## config.mk

```make
export PLATFORM = sky130hd
export DESIGN_NAME = check_collision
export DESIGN_NICKNAME = d
export VERILOG_FILES = /design/src/rtl/check_collision_pkg.sv /design/src/rtl/check_collision_maze_rom.sv /design/src/rtl/check_collision.sv
export SDC_FILE = /design/constraint.sdc
export NUM_CORES = 1
export LEC_CHECK = 0
export CORE_MARGIN = 2
export CORE_UTILIZATION = 25
export CTS_CLUSTER_DIAMETER = 40
export DETAILED_ROUTE_END_ITERATION = 7
export PLACE_DENSITY = 0.51
export SLEW_MARGIN = 10
export SYNTH_ARGS = -nofsm -noshare
export SYNTH_HDL_FRONTEND = slang
export SYNTH_SLANG_ARGS = --single-unit
```

## constraint.sdc

```tcl
create_clock -name clk -period 7.7 [get_ports clk]
set_input_delay 0.77 -clock clk [delete_from_list [all_inputs] [get_ports clk]]
set_output_delay 0.77 -clock clk [all_outputs]
set_load 0.02 [all_outputs]
```

## src/rtl/check_collision_pkg.sv

```systemverilog
// Shared constants and types for the maze collision checker.
//   - dir_e: one-pixel move direction encodings
//   - screen / grid dimensions in pixels and tiles
//   - default tile and sprite sizes
package check_collision_pkg;

  typedef enum logic [1:0] {
    DIR_UP    = 2'b00,
    DIR_DOWN  = 2'b01,
    DIR_LEFT  = 2'b10,
    DIR_RIGHT = 2'b11
  } dir_e;

  localparam int unsigned SCREEN_W = 640;
  localparam int unsigned SCREEN_H = 480;
  localparam int unsigned GRID_W   = 40;
  localparam int unsigned GRID_H   = 30;
  localparam int unsigned TILES    = GRID_W * GRID_H;

  localparam int unsigned TILE_DEF   = 16;
  localparam int unsigned SPRITE_DEF = 16;

  // Border-only maze: outer ring of tiles is wall, everything else path.
  function automatic logic [TILES-1:0] border_maze();
    logic [TILES-1:0] m;
    m = '0;
    for (int r = 0; r < GRID_H; r++) begin
      for (int c = 0; c < GRID_W; c++) begin
        m[r*GRID_W+c] = (r == 0) || (r == GRID_H - 1) || (c == 0) || (c == GRID_W - 1);
      end
    end
    return m;
  endfunction

endpackage

```

## src/rtl/check_collision_maze_rom.sv

```systemverilog
// maze_rom: 1200 x 1-bit tile store (1 = wall), row-major index row*40+col.
// Ports:
//   idx_a, idx_b   : tile indices (11 bits)
//   wall_a, wall_b : combinational wall bits; out-of-range indices read as wall
// MAZE_INIT is accepted for interface compatibility; the built-in border maze is used.
module maze_rom
  import check_collision_pkg::*;
#(
  parameter MAZE_INIT = ""
) (
  input  logic [10:0] idx_a,
  input  logic [10:0] idx_b,
  output logic        wall_a,
  output logic        wall_b
);

  localparam logic [TILES-1:0] Border = border_maze();

  logic [TILES-1:0] tiles;

  assign tiles = Border;

  always_comb begin
    wall_a = 1'b1;
    wall_b = 1'b1;
    if (idx_a < 11'(TILES)) wall_a = tiles[idx_a];
    if (idx_b < 11'(TILES)) wall_b = tiles[idx_b];
  end

endmodule

```

## src/rtl/check_collision.sv

```systemverilog
// check_collision: registered "can the object take one more pixel step" test.
// Ports:
//   clk, rst : clock, synchronous active-high reset (result forced to 0)
//   PacX     : object top-left x (0..639)
//   PacY     : object top-left y (0..479)
//   state    : move direction (00 up, 01 down, 10 left, 11 right)
//   result   : 1 = step clear, 0 = blocked; one cycle after the inputs
module check_collision
  import check_collision_pkg::*;
#(
  parameter int unsigned TILE      = TILE_DEF,
  parameter int unsigned SPRITE    = SPRITE_DEF,
  parameter              MAZE_INIT = ""
) (
  input  logic       clk,
  input  logic       rst,
  input  logic [9:0] PacX,
  input  logic [8:0] PacY,
  input  logic [1:0] state,
  output logic       result
);

  localparam int unsigned TileShift = $clog2(TILE);
  localparam logic [10:0] Far       = 11'(SPRITE - 1);

  logic [10:0] x, y;
  logic [10:0] px0, px1, py0, py1;
  logic [10:0] idx0, idx1;
  logic        wall0, wall1;
  logic        in_field;
  logic        result_d;

  assign x = {1'b0, PacX};
  assign y = {2'b00, PacY};

  // Two probe pixels on the leading edge after a one-pixel step. A step
  // off the top/left wraps to 2047 at 11 bits, which the range check rejects.
  always_comb begin
    px0 = x;
    px1 = x + Far;
    py0 = y;
    py1 = y + Far;
    unique case (dir_e'(state))
      DIR_UP: begin
        py0 = y - 11'd1;
        py1 = y - 11'd1;
      end
      DIR_DOWN: begin
        py0 = y + 11'(SPRITE);
        py1 = y + 11'(SPRITE);
      end
      DIR_LEFT: begin
        px0 = x - 11'd1;
        px1 = x - 11'd1;
      end
      DIR_RIGHT: begin
        px0 = x + 11'(SPRITE);
        px1 = x + 11'(SPRITE);
      end
    endcase
  end

  // Index arithmetic may wrap for off-field probes; result is masked then.
  assign idx0 = (py0 >> TileShift) * 11'(GRID_W) + (px0 >> TileShift);
  assign idx1 = (py1 >> TileShift) * 11'(GRID_W) + (px1 >> TileShift);

  assign in_field = (px0 < 11'(SCREEN_W)) && (px1 < 11'(SCREEN_W)) &&
                    (py0 < 11'(SCREEN_H)) && (py1 < 11'(SCREEN_H));

  maze_rom #(
    .MAZE_INIT(MAZE_INIT)
  ) u_maze_rom (
    .idx_a (idx0),
    .idx_b (idx1),
    .wall_a(wall0),
    .wall_b(wall1)
  );

  assign result_d = in_field && !wall0 && !wall1;

  always_ff @(posedge clk) begin
    if (rst) result <= 1'b0;
    else     result <= result_d;
  end

endmodule

```

==> flow_metrics.env <==
export IMPL_status="finished clean"
export IMPL_worstPathRequired_ns=7.63
export IMPL_netlist_cell_type_count=71
export IMPL_syn_area_per_cell_um2=7.23
export IMPL_die_h_um=110
export IMPL_synth_common_cells="ha_1 (32), nand2_1 (30), xnor2_1 (27)"
export IMPL_p_comb_frac=0.986
export IMPL_antenna_cells=0
export IMPL_crit_fanout=7
export IMPL_die_area_um2=12000
export IMPL_coreArea_um2=10900
export IMPL_pwr_share_clk=0
export IMPL_p_int_w=0.000193
export IMPL_track_usage=0.135
export IMPL_power_density_nw_per_um2=158
export IMPL_pwr_share_seq=0.014
export IMPL_drt_first_pass_iters=5
export IMPL_total_leakage_power_nw=1.18
export IMPL_ant_nets=0
export IMPL_p_sw_frac=0.609
export IMPL_nNetsFinal=450
export IMPL_grt_pass1_wl_um=13700
export IMPL_worst_pin_slew_ns=1.05
export IMPL_clk_pin_slew_ns=0
export IMPL_rsz0062_at_grt="no"
export IMPL_yosysWarnings=0
export IMPL_final_layout_size_suffix_gt1_frac=0.0591
export IMPL_gp_congestion=0.865
export IMPL_drv_cap=0
export IMPL_period_minus_slack_ns=5.91
export IMPL_path_class="input pin to flop"
export IMPL_largestRegisters="result (1)"
export IMPL_postCtsSetupBuffers=0
export IMPL_io_pins=24
export IMPL_fin_setup_tns_ns=0
export IMPL_finalSetupViolCount=0
export IMPL_final_max_slew_viol_count=0
export IMPL_finalHoldViolCount=0
export IMPL_vdd_ir_drop_max_mv=0.0584
export IMPL_fp_row_count=38
export IMPL_min_path_type="flop to primary output"
export IMPL_cts_resized=0
export IMPL_antenna_found_initial=0
export IMPL_slew_headroom=0.295
export IMPL_routed_via_count=3060
export IMPL_setup_worst_path_start_class="input pin"
export IMPL_synth_edff_count=0
export IMPL_drtIter0Drc=322
export IMPL_wirelength_um=7930
export IMPL_ctsHoldBuffers=0
export IMPL_arrival_ns=5.84
export IMPL_syn_inst=386
export IMPL_period_share=0.768
export IMPL_endpoint_kind="flop"
export IMPL_synth_nets=445
export IMPL_area_delta_synth_final_pct=12.0
export IMPL_netSwitchingPower_w=0.000300
export IMPL_postSynth_asyncResetShare=0
export IMPL_synth_flop_cell="dfxtp_1"
export IMPL_placed_area_um2=3130
export IMPL_largest_reg_flops=1
export IMPL_syn_cell_area_um2=2790
export IMPL_wl_per_cell_um=15.0
export IMPL_hpwl_um=6420
export IMPL_drc=0
export IMPL_post_synth_top_area_cell="ha_1"
export IMPL_final_area_um2=3130
export IMPL_synth_top_area_frac=0.143
export IMPL_grt_pass1_vias=2924
export IMPL_die_w_um=110
export IMPL_viasPerCell=5.78
export IMPL_grt_ovfl_total=0
export IMPL_yosysSeqAreaShare=0.00717
export IMPL_utilization=0.287
export IMPL_synth_seq_cells=1
export IMPL_regMostFlops="result"
export IMPL_initial_core_util=0.256
export IMPL_synth_area_leaders="ha_1 (14%), xnor2_1 (8.5%), xor2_1 (5.0%), a21oi_1 (4.5%), nand2_1 (4.0%)"
export IMPL_io_buffers=23
export IMPL_synth_most_common_cell="ha_1"
export IMPL_grt_max_degree=37
export IMPL_fmax_ghz=0.169
[final timing paths]
check	start	endpoint	slack [ns]	cells past startpoint
worst min-delay path	result	result	1.57	1
worst max-delay path	PacY[3]	result	1.79	17
[layer usage]
metal / up-vias / global-route usage / share of wire
met5: - / 0 / 0
met4: 0 / 0.00814 / 0.0029
met3: 4 / 0.00237 / 0.054
met2: 121 / 0.237 / 0.47
met1: 1431 / 0.192 / 0.47
li1: 1504 / - / -
[final cells by class]
| type | instances | area (um2) |
|---|---|---|
| fillers | 1183 | 7760 |
| inverters | 12 | 45.0 |
| multi-input cells | 350 | 2630 |
| flip-flops and latches | 1 | 20.0 |
| well taps | 140 | 175 |
| repair buffers | 26 | 253 |
[cell usage in the layout (no fill, tap or decap), types with 5 or more instances in the layout]
master	instances
ha_1	32
nand2_1	30
xnor2_1	27
a21oi_1	25
clkdlybuf4s50_1	23
nor2_1	21
nor3_1	21
o21ai_0	16
xor2_1	16
inv_1	11
nand3_1	11
nand4_1	9
a31oi_1	9
a21o_1	9
nor4_1	8
a32oi_1	7
and3_1	6
or4_1	5
or3_1	5
[power groups by stage]
stage / registers [W] / logic, W / clock network (W)
finish: 0.00000693 / 0.000486 / 0
global placement: 0.00000694 / 0.000483 / 0
global route: 0.00000707 / 0.000541 / 0
floorplan: 0.00000884 / 0.000371 / 0
CTS: 0.00000693 / 0.000481 / 0
detailed placement: 0.00000693 / 0.000478 / 0
[critical path, cell delays in order]
cell	delay, ns
clkdlybuf4s50_1	0.43
or4_1	0.62
or4_1	0.43
a21oi_1	0.15
a21oi_1	0.13
ha_1	0.33
ha_1	0.22
fa_1	0.52
and3_1	0.18
a221o_1	0.38
xor2_1	0.45
or3_1	0.19
a21oi_1	0.06
o311ai_0	0.29
nand2_1	0.07
or4_1	0.45
nor3_2	0.18
[cell families after synthesis]
group,Yosys count,synth area share
buffers and inverters,35,0.0515
xor gates and xnor gates,46,0.159
and+or+nand+nor,149,0.296
AOI/OAI and AO/OA,114,0.292
adders and majority gates,36,0.172
DFF,1,0.00717
muxes,5,0.0224
[stage by stage]
step	hold slack [ns]	power, W	setup slack (ns)	cells
after floorplan	1.11	0.000380	2.58	386
after CTS	1.57	0.000488	1.77	529
after global routing	1.59	0.000548	1.35	529
after detailed placement	1.57	0.000485	1.78	529
after global placement	1.57	0.000490	1.86	529
final	1.57	0.000493	1.79	529
(Power assumes the default switching activity.)
